File: src/rtl/mux_scan_nch_if.sv
// Channel-bank / selector bus for mux_scan_nch: flat channel data and controls in,
// selected sample and status out.
interface mux_scan_nch_if #(
   parameter int WIDTH = 8,
   parameter int NCH   = 4
);
   localparam int SEL_W = $clog2(NCH);

   logic [NCH*WIDTH-1:0] din;
   logic [SEL_W-1:0]     sel;
   logic                 mode;
   logic                 en;
   logic [WIDTH-1:0]     dout;
   logic                 dout_valid;
   logic [SEL_W-1:0]     cur_ch;
   logic                 scan_wrap;
   logic                 sel_err;

   modport master (
      output din, sel, mode, en,
      input  dout, dout_valid, cur_ch, scan_wrap, sel_err
   );

   modport slave (
      input  din, sel, mode, en,
      output dout, dout_valid, cur_ch, scan_wrap, sel_err
   );
endinterface

File: src/rtl/mux_scan_nch.sv
// Registered N-channel selector: manual channel select or timed scan across all channels.
//   state    | meaning
//   S_IDLE   | out of reset, nothing selected yet
//   S_MANUAL | dout follows the external select
//   S_SCAN   | sequencer steps through channels, DWELL cycles each
module mux_scan_nch #(
   parameter int WIDTH     = 8,
   parameter int NCH       = 4,
   parameter int DWELL     = 4,
   parameter int REV_ORDER = 1,
   localparam int SEL_W    = $clog2(NCH)
) (
   input  logic           clk,
   input  logic           rst_n,
   mux_scan_nch_if.slave  bus
);

   localparam int                DW_W     = (DWELL > 1) ? $clog2(DWELL) : 1;
   localparam logic [SEL_W-1:0]  LAST_CH  = SEL_W'(NCH - 1);
   localparam logic [DW_W-1:0]   DW_LAST  = DW_W'(DWELL - 1);
   // Physical channel that ends one pass of the scan order
   localparam logic [SEL_W-1:0]  SCAN_END = (REV_ORDER != 0) ? '0 : LAST_CH;

   typedef enum logic [1:0] {S_IDLE, S_MANUAL, S_SCAN} state_t;

   state_t            state_q, state_d;
   logic [WIDTH-1:0]  dout_q, dout_d;
   logic              valid_q, valid_d;
   logic [SEL_W-1:0]  cur_ch_q, cur_ch_d;
   logic              wrap_q, wrap_d;
   logic              err_q, err_d;
   logic [DW_W-1:0]   dwell_q, dwell_d;

   logic [SEL_W-1:0]  man_ch;
   logic              sel_oob;
   logic [SEL_W-1:0]  scan_nxt;

   function automatic logic [WIDTH-1:0] pick(input logic [NCH*WIDTH-1:0] v,
                                             input logic [SEL_W-1:0]     ch);
      return v[int'(ch)*WIDTH +: WIDTH];
   endfunction

   always_comb begin
      man_ch  = (REV_ORDER != 0) ? (LAST_CH - bus.sel) : bus.sel;
      sel_oob = (int'(bus.sel) >= NCH);
      if (REV_ORDER != 0)
         scan_nxt = (cur_ch_q == '0) ? LAST_CH : (cur_ch_q - SEL_W'(1));
      else
         scan_nxt = (cur_ch_q == LAST_CH) ? '0 : (cur_ch_q + SEL_W'(1));
   end

   always_comb begin
      state_d  = state_q;
      dout_d   = dout_q;
      valid_d  = valid_q;
      cur_ch_d = cur_ch_q;
      dwell_d  = dwell_q;
      err_d    = err_q;
      wrap_d   = 1'b0;
      if (bus.en) begin
         if (!bus.mode) begin
            // Leaving scan discards the scan position; an expiring dwell is ignored
            state_d = S_MANUAL;
            if (sel_oob) begin
               valid_d = 1'b0;
               err_d   = 1'b1;
            end else begin
               cur_ch_d = man_ch;
               dout_d   = pick(bus.din, man_ch);
               valid_d  = 1'b1;
               err_d    = 1'b0;
            end
         end else if (state_q != S_SCAN) begin
            state_d  = S_SCAN;
            cur_ch_d = '0;
            dwell_d  = '0;
            dout_d   = pick(bus.din, '0);
            valid_d  = 1'b1;
            err_d    = 1'b0;
         end else begin
            valid_d = 1'b1;
            err_d   = 1'b0;
            if (dwell_q == DW_LAST) begin
               dwell_d  = '0;
               cur_ch_d = scan_nxt;
               wrap_d   = (cur_ch_q == SCAN_END);
            end else begin
               dwell_d = dwell_q + DW_W'(1);
            end
            dout_d = pick(bus.din, cur_ch_d);
         end
      end
   end

   always_ff @(posedge clk) begin
      if (!rst_n) begin
         state_q  <= S_IDLE;
         dout_q   <= '0;
         valid_q  <= 1'b0;
         cur_ch_q <= '0;
         wrap_q   <= 1'b0;
         err_q    <= 1'b0;
         dwell_q  <= '0;
      end else begin
         state_q  <= state_d;
         dout_q   <= dout_d;
         valid_q  <= valid_d;
         cur_ch_q <= cur_ch_d;
         wrap_q   <= wrap_d;
         err_q    <= err_d;
         dwell_q  <= dwell_d;
      end
   end

   assign bus.dout       = dout_q;
   assign bus.dout_valid = valid_q;
   assign bus.cur_ch     = cur_ch_q;
   assign bus.scan_wrap  = wrap_q;
   assign bus.sel_err    = err_q;

endmodule

File: src/flat_wrapper.sv
// flat-port wrapper written by rule: the top's interface ports become plain ports
module mux_scan_nch_flat 
#(
   parameter int WIDTH     = 8,
   parameter int NCH       = 4,
   parameter int DWELL     = 4,
   parameter int REV_ORDER = 1,
   localparam int SEL_W    = $clog2(NCH)
)
  (clk, rst_n, bus_din, bus_sel, bus_mode, bus_en, bus_dout, bus_dout_valid, bus_cur_ch, bus_scan_wrap, bus_sel_err);
  mux_scan_nch_if #(.WIDTH(WIDTH), .NCH(NCH)) bus_i ();
  input  logic clk;
  input  logic rst_n;
  input wire logic [$bits(bus_i.din)-1:0] bus_din;
  input wire logic [$bits(bus_i.sel)-1:0] bus_sel;
  input wire logic [$bits(bus_i.mode)-1:0] bus_mode;
  input wire logic [$bits(bus_i.en)-1:0] bus_en;
  output wire logic [$bits(bus_i.dout)-1:0] bus_dout;
  output wire logic [$bits(bus_i.dout_valid)-1:0] bus_dout_valid;
  output wire logic [$bits(bus_i.cur_ch)-1:0] bus_cur_ch;
  output wire logic [$bits(bus_i.scan_wrap)-1:0] bus_scan_wrap;
  output wire logic [$bits(bus_i.sel_err)-1:0] bus_sel_err;
  assign bus_i.din = bus_din;
  assign bus_i.sel = bus_sel;
  assign bus_i.mode = bus_mode;
  assign bus_i.en = bus_en;
  assign bus_dout = bus_i.dout;
  assign bus_dout_valid = bus_i.dout_valid;
  assign bus_cur_ch = bus_i.cur_ch;
  assign bus_scan_wrap = bus_i.scan_wrap;
  assign bus_sel_err = bus_i.sel_err;
  mux_scan_nch #(.WIDTH(WIDTH), .NCH(NCH), .DWELL(DWELL), .REV_ORDER(REV_ORDER)) u_core (.clk(clk), .rst_n(rst_n), .bus(bus_i));
endmodule
File: config.mk
export PLATFORM = sky130hd
export DESIGN_NAME = mux_scan_nch_flat
export DESIGN_NICKNAME = d
export VERILOG_FILES = /design/src/rtl/mux_scan_nch_if.sv /design/src/rtl/mux_scan_nch.sv /design/src/flat_wrapper.sv
export SDC_FILE = /design/constraint.sdc
export NUM_CORES = 1
export LEC_CHECK = 0
export BUFFER_PORTS_ARGS = -buffer_cell sky130_fd_sc_hd__buf_2
export CAP_MARGIN = 10
export CORE_MARGIN = 2
export CORE_UTILIZATION = 50
export CTS_CLUSTER_SIZE = 14
export DETAILED_ROUTE_END_ITERATION = 6
export MAX_ROUTING_LAYER = met4
export PLACE_DENSITY_LB_ADDON = 0.15
export SLEW_MARGIN = 20
export SYNTH_ARGS = -nofsm -noshare
export SYNTH_HDL_FRONTEND = slang
export SYNTH_SLANG_ARGS = --single-unit
File: constraint.sdc
create_clock -name clk -period 3.4 [get_ports clk]
set_input_delay 0.17 -clock clk [delete_from_list [all_inputs] [get_ports clk]]
set_output_delay 0.17 -clock clk [all_outputs]
set_load 0.02 [all_outputs]
# Word level (Yosys, flattened, before mapping)
# Index checks and enable logic that the tools add are counted.
# classes
n_addsub	3
eq_ne	3
shifts	2
mux	13
bitwise	4
n_reduce_logical	4
# ops
operator	n
$shiftx A32 B6 Y8	2
$mux W2	11
$mux W8	2
$reduce_or A5 Y1	1
$not A1 Y1	4
$reduce_and A2 Y1	2
$add A2 B1 Y2 const B	1
$eq A2 B2 Y1 const B	1
$logic_not A2 Y1	1
$ne A2 B1 Y1 const B	1
$ne A2 B2 Y1 const B	1
$sub A2 B1 Y2 const B	1
$sub A2 B2 Y2 const A	1
# totals
register_bits	16
input_bits	38
out_inout_bits	13
elab_cells	35

# Depth between registers and ports, before layout
# Gate-level depths: netlist of run 1.
# logic_depth
word_depth	9
ltp_mapped	8
ltp_nobuf	6

# Worst setup path before layout of run 1
# No wires, ideal clock.
# synth_timing
path_type	reg-to-reg
start	register u_core.cur_ch_q[0] (netlist: u_core.bus.cur_ch[0])
end	register u_core.dout_q[0] (netlist: u_core.bus.dout[0])
setup_ns	0.129
t_arrival_ns	1.970
required_time_ns	3.271
path_slack_ns	1.300
stages_incl_launch_ff	9
n_path_buf	2
period_less_slack_ns	2.100
cell_sequence	dfxtp_1 > clkinv_1 > clkbuf_1 > ha_1 > nor2b_1 > buf_6 > mux2_1 > o211ai_1 > a31oi_1
# synth_between
elab_chain_cells	9
word_cells_on_any_way	10
cone_classes	add/sub: 1; shift: 1; mux: 7; reduce/logical: 1
# synth_lines
item	line_no	rtl
start, declared	mux_scan_nch.sv:29	logic [SEL_W-1:0] cur_ch_q, cur_ch_d;
start signal, assigned	mux_scan_nch.sv:108	cur_ch_q <= cur_ch_d;
$sub A2 B1 Y2 or $logic_not A2 Y1 (tied branches)	mux_scan_nch.sv:47	scan_nxt = (cur_ch_q == '0) ? LAST_CH : (cur_ch_q - SEL_W'(1));
$mux W2	mux_scan_nch.sv:47	
$mux W2 (*)	mux_scan_nch.sv:83	if (dwell_q == DW_LAST) begin
$mux W2 (*)	mux_scan_nch.sv:73	end else if (state_q != S_SCAN) begin
$mux W2 (*)	mux_scan_nch.sv:61	if (!bus.mode) begin
$mux W2 (*)	mux_scan_nch.sv:60	if (bus.en) begin
$shiftx A32 B6 Y8 (*)	mux_scan_nch.sv:40	return v[int'(ch)*WIDTH +: WIDTH];
$mux W8 (*)	mux_scan_nch.sv:73	
$mux W8 (*)	mux_scan_nch.sv:61	
end signal, assigned	mux_scan_nch.sv:106	dout_q <= dout_d;
end, declared	mux_scan_nch.sv:27	logic [WIDTH-1:0] dout_q, dout_d;
# Every way passes the cells marked *; elsewhere a longest branch is shown, timed or not. The select of a mux whose other input is x is not followed.
# A chain may end at the register's enable or synchronous reset.

# Worst setup path after layout of run 1
# layout_timing
start	register u_core.cur_ch_q[0] (netlist: u_core.bus.cur_ch[0])
end	register u_core.dout_q[7] (netlist: u_core.bus.dout[7])
# Same word-level chain as after synthesis.

==> results.tsv, run 1 <==
metric	value	unit
finalSetupTns	0	ns
relSlewSlack	0.490	
fin_crit_sh	0.774	
syn-cell-area	1360	um^2
wl_per_cell	16.8	um
start_kind	register	
clk_path_buf_depth	2	
grt.met1_usage	0.304	
root_buffer	clkbuf_4	
synth_cells	162	
max-cap-violations	0	
min_path_type	input pin to register	
die-area	3140	um^2
syn-num-nets	202	
cts_setup_buffers	0	
finalHoldViolations	0	
clock_skew	0.00186	ns
async_flop_share	0	
cp_slowest_cell	nor2b_1	
setup_violations	0	
busiest_layer	met2	
yosysSeqAreaShare	0.236	
fmax	0.380	GHz
antenna_found_initial	0	
num_vias	1434	
syn_avg_cell_area	8.37	um^2
first_global_vias	1312	
cellLeakagePower	0.688	nW
crit_chain	clkinv_1 > ha_1 > nor2b_1 > mux2_1 > o211ai_1 > a31oi_1	
drtPass1Iterations	5	
die_h	56.1	um
grt_use_met3	0.0186	
grt_max_degree	26	
cts_tree	built	
post-dp-hpwl	2630	um
fin_crit	2.63	ns
via_per_inst	6.18	
htreeDepth	1	
layout-drive-gt1-share	0.282	
fin_nets	243	
final_cell_mix	buf_2, o21ai_0, mux2i_1, dfxtp_1, nand2_1	
crit_family	simple AND/OR/NAND/NOR gates	
n_antenna_cell	0	
fin_ws	0.769	ns
ys.flop_type	dfxtp_1	
status	finished, final reports clean	
numCtsBuffers	3	
gp_congestion	0.844	
vdd_drop_max	0.193	mV
path_class	register to register	
io_buffers	49	
max_stage_delay	0.61	ns
wl	3890	um
grt_setup_unrepaired	false	
clk_pin_slew_worst_paths	0.11	ns
synthDistinctLibCells	35	
num_rows	18	
yosysWarnings	0	
cts.sinks	16	
area_growth	17.0	%
clk_latency	0.30	ns
crit_path_end_kind	register	
first_iter_violations	59	
hold_buffers	0	
num_io_pins	51	
report.final.slew_viol_count	0	
layout_commonest_cell	buf_2	
worst_slew_pin_slew	0.763	ns
gr-usage-met2	0.435	
grt_pass1_wl	6190	um
critical_path_buf_inv_count	1	
crit_fanout	17	
track_usage	0.252	
arrival	2.82	ns
cp.required	3.59	ns
drc	0	
drtAntennaViolNets	0	
die_w	56.1	um
powerDensity	300	nW/um^2
synth_edf_count	0	
core	2520	um^2
ys_ff_latch	16	
start_util	0.538	
overflow	0	
place_ws	0.797	ns
cts_resized	0	
[logic make-up after synthesis]
family,count (synthesis),synth area share
AOI/OAI and AO/OA,68,0.328
adders and majority gates,2,0.0184
buffers and inverters,16,0.0766
DFF,16,0.236
muxes,24,0.185
other,1,0.00276
and+or+nand+nor,35,0.153
[cells in the mapped netlist (all sizes together), types with 3 or more instances]
master | instances | area [um^2]
clkbuf | 5 | 18.8
dfxtp | 16 | 320
mux2i | 16 | 160
and3 | 8 | 50.1
nand3b | 3 | 26.3
a221oi | 8 | 70.1
a21boi | 9 | 67.6
mux2 | 8 | 90.1
nor2b | 4 | 25.0
o21ai | 27 | 135
buf | 9 | 77.6
nand2 | 10 | 37.5
or2 | 3 | 18.8
o211ai | 8 | 60.1
a31oi | 9 | 56.3
[path summary, 6_finish.rpt]
| path | start | endpoint | slack (ns) | cells past startpoint |
|---|---|---|---|---|
| hold reg to reg | u_core.bus.dout_valid | u_core.bus.dout_valid | 0.46 | 1 |
| setup reg to reg | u_core.bus.cur_ch[0] | u_core.bus.dout[7] | 0.77 | 6 |
| hold / removal | bus_mode | u_core.state_q[0] | 0.15 | 2 |
| setup / recovery | u_core.bus.cur_ch[0] | u_core.bus.dout[7] | 0.77 | 6 |
[power breakdown]
group	leakage (nW)	total [mW]	switching (mW)	internal, mW
logic	0.535	0.131	0.0766	0.0547
clock network	0.0210	0.139	0.0731	0.0654
registers	0.132	0.206	0.00658	0.199
total	0.688	0.475	0.156	0.319
[sequential cells by signal, summed over array words and instances, names as in the netlist]
name and flops:
u_core.bus.scan_wrap 1, u_core.state_q 2, u_core.bus.dout 8, u_core.bus.cur_ch 2, u_core.dwell_q 2, u_core.bus.dout_valid 1
[per-stage QoR]
step / hold WS [ns] / power, mW / utilization / instances / cell area (um^2)
after global placement: 0.431 / 0.334 / 0.615 / 228 / 1550
final: 0.145 / 0.475 / 0.629 / 232 / 1590
after floorplan: 0.308 / 0.292 / - / 162 / 1360
after CTS: 0.151 / 0.470 / 0.629 / 232 / 1590
after global routing: 0.164 / 0.494 / 0.629 / 232 / 1590
after detailed placement: 0.438 / 0.339 / 0.615 / 228 / 1550
[worst reg2reg max path, delay by kind of cell (launching register included)]
family,cells,cell delay (ns)
multiplexers,1,0.40
AO/OA/AOI/OAI,2,0.30
adder cells (fa/ha/maj),1,0.41
flip-flops,1,0.40
AND/OR/NAND/NOR,1,0.61
buffers and inverters,1,0.40
[cell type report]
cell class              count  area [um^2]
fillers                   232          936
multi-input cells         130          932
clock buffers               4         36.3
repair buffers             50          253
well taps                  30         37.5
inverters                   2         7.51
flip-flops and latches     16          320
[routing by layer]
metal | part of all wire | routed length (um)
met3 | 0.048 | 187
met2 | 0.51 | 1980
met1 | 0.42 | 1650
met5 | 0 | 0
met4 | 0.018 | 71
Power figures use the tool's default switching activity.
==> run 2, diff against run 1 <==
--- a/config.mk
+++ b/config.mk
@@ -5,10 +5,11 @@
 export SDC_FILE = /design/constraint.sdc
 export NUM_CORES = 1
 export LEC_CHECK = 0
+export ABC_AREA = 1
 export BUFFER_PORTS_ARGS = -buffer_cell sky130_fd_sc_hd__buf_2
 export CAP_MARGIN = 10
 export CORE_MARGIN = 2
-export CORE_UTILIZATION = 50
+export CORE_UTILIZATION = 49
 export CTS_CLUSTER_SIZE = 14
 export DETAILED_ROUTE_END_ITERATION = 6
 export MAX_ROUTING_LAYER = met4
==> constraint.sdc (replaced) <==
create_clock -name clk -period 2.7 [get_ports clk]
set_input_delay 0.135 -clock clk [delete_from_list [all_inputs] [get_ports clk]]
set_output_delay 0.135 -clock clk [all_outputs]
set_load 0.02 [all_outputs]
==> results.tsv, run 2 <==
metric	value	unit
antenna_found_initial	0	
fmax	0.536	GHz
r2r-start	u_core.bus.cur_ch[0]	
layout-drive-gt1-share	0.239	
finalSetupTns	0	ns
reg2reg_to	u_core.bus.dout[5]	
numCtsBuffers	3	
crit_path_end_kind	register	
syn_avg_cell_area	6.03	um^2
clk_path_buf_depth	2	
num_io_pins	51	
max-cap-violations	0	
holdWs	0.140	ns
grt_setup_unrepaired	false	
hp-start	rst_n	
synth_cells	230	
cts_resized	0	
wl	3820	um
finalNonFillerCells	303	
synth_edf_count	0	
drtPass1Iterations	4	
die-area	3270	um^2
core	2710	um^2
synth_most_common_cell	inv_1	
min_path_cells	3	
fin_nets	313	
ys.flop_type	dfxtp_1	
wl_per_cell	12.6	um
synth_area_leader_cell	dfxtp_1	
cp.required	2.89	ns
place_ws	0.845	ns
cts_setup_buffers	0	
cts.sinks	16	
track_usage	0.251	
path_class	register to register	
yosysWarnings	0	
syn-cell-area	1390	um^2
synthDistinctLibCells	25	
dp.cells	299	
ys_ff_latch	16	
clk_pin_slew_worst_paths	0.10	ns
crit_fanout	18	
ys_top_cells_by_count	inv_1, nand3_1, a21oi_1, nand2_1, o21ai_0	
cts_tree	built	
synth_top_area_share	0.231	
report.final.slew_viol_count	0	
start_util	0.512	
hold_buffers	0	
syn-num-nets	270	
cellLeakagePower	0.862	nW
grt_max_degree	19	
largest_register_ffs	8	
arrival	2.06	ns
clock_skew	0.00271	ns
overflow	0	
layout.filler_cells	304	
status	finished, final reports clean	
die_h	57.2	um
drc	0	
fin_crit	1.87	ns
num_vias	1655	
post-dp-hpwl	2950	um
root_buffer	clkbuf_4	
first_iter_violations	84	
async_flop_share	0	
min_to	u_core.bus.dout[3]	
vdd_drop_max	0.364	mV
die_w	57.2	um
via_per_inst	5.46	
io_buffers	49	
r2r_cells	10	
first_global_vias	1529	
start_kind	register	
clk_latency	0.29	ns
grt_pass1_wl	6310	um
powerDensity	373	nW/um^2
fin_crit_sh	0.691	
drtAntennaViolNets	0	
area_growth	18.1	%
fin_ws	0.834	ns
min_path_type	input pin to register	
gp_congestion	0.928	
final_cell_mix	buf_2, inv_1, nand3_1	
relSlewSlack	0.665	
htreeDepth	1	
n_antenna_cell	0	
finalHoldViolations	0	
yosysSeqAreaShare	0.231	
rrSetupSlack	0.83	ns
worst_slew_pin_slew	0.503	ns
num_rows	19	
layout_commonest_cell	buf_2	
netlist_top_cells_area	dfxtp_1, nand3_1, inv_1	
setup_violations	0	
-- run 2: changes by cell type in the layout (fill, tap and decap cells not counted), sizes merged, moves of 9 or more --
cell,change
a21oi,+33
nand3,+42
a21boi,-9
inv,+44
mux2i,-16
nand2,+20
-- run 2: critical path, stage by stage (launching register included) --
cell and delay (ns):
dfxtp_1 0.40, inv_1 0.10, ha_1 0.20, inv_1 0.08, nand3_2 0.31, nand2_4 0.30, nand2_1 0.07, nand3_1 0.08
nand3_1 0.07, nand2_1 0.10, a21oi_2 0.05
-- run 2: cell type report --
type                       instances  area, um^2  share of cell area
clock buffer                       4        36.3              0.0222
inverter                          46         173               0.105
multi-input combinational        157         825               0.503
sequential                        16         320               0.196
tap                               31        38.8              0.0237
timing repair buffer              49         245               0.150
-- run 2: through the flow --
stage          total power [mW]  cell area (um^2)  utilization
4_1_cts                   0.611              1640        0.604
3_3_place_gp              0.451              1600        0.591
2_1_floorplan             0.391              1390            -
6_report                  0.611              1640        0.604
5_1_grt                   0.648              1640        0.604
3_5_place_dp              0.452              1600        0.591
-- run 2: cells by family (layout without fill, tap and decap cells) --
family                     Yosys count  after routing  share of synthesized area
adders and majority gates            2              2                     0.0180
buffers and inverters               57             99                      0.174
other                                1              1                    0.00270
and+or+nand+nor                     82             82                      0.281
DFF                                 16             16                      0.231
AOI/OAI and AO/OA                   72             72                      0.293
-- run 2: worst max path at each step --
stage                     slack [ns]                 end            startpoint  cells after the start
after floorplan                 1.01  u_core.bus.dout[4]  u_core.bus.cur_ch[0]                     11
after global placement          0.88  u_core.bus.dout[5]  u_core.bus.cur_ch[0]                     10
after detailed placement        0.84  u_core.bus.dout[5]  u_core.bus.cur_ch[0]                     10
after CTS                       0.84  u_core.bus.dout[5]  u_core.bus.cur_ch[0]                     10
after global routing            0.59  u_core.bus.dout[5]  u_core.bus.cur_ch[0]                     10
final                           0.83  u_core.bus.dout[5]  u_core.bus.cur_ch[0]                     10
-- run 2: per-layer routing --
| metal | wire, um | vias up | global-route usage |
|---|---|---|---|
| li1 | - | 853 | - |
| met1 | 1540 | 731 | 0.290 |
| met2 | 1940 | 54 | 0.430 |
| met3 | 204 | 17 | 0.0454 |
| met4 | 138 | 0 | 0.0997 |
| met5 | 0 | - | - |
-- run 2: report_power, final --
group / total [mW] / switching (mW) / leakage [nW] / internal [mW]
combinational: 0.190 / 0.120 / 0.709 / 0.0696
clock: 0.164 / 0.0815 / 0.0210 / 0.0822
sequential: 0.257 / 0.00718 / 0.132 / 0.250
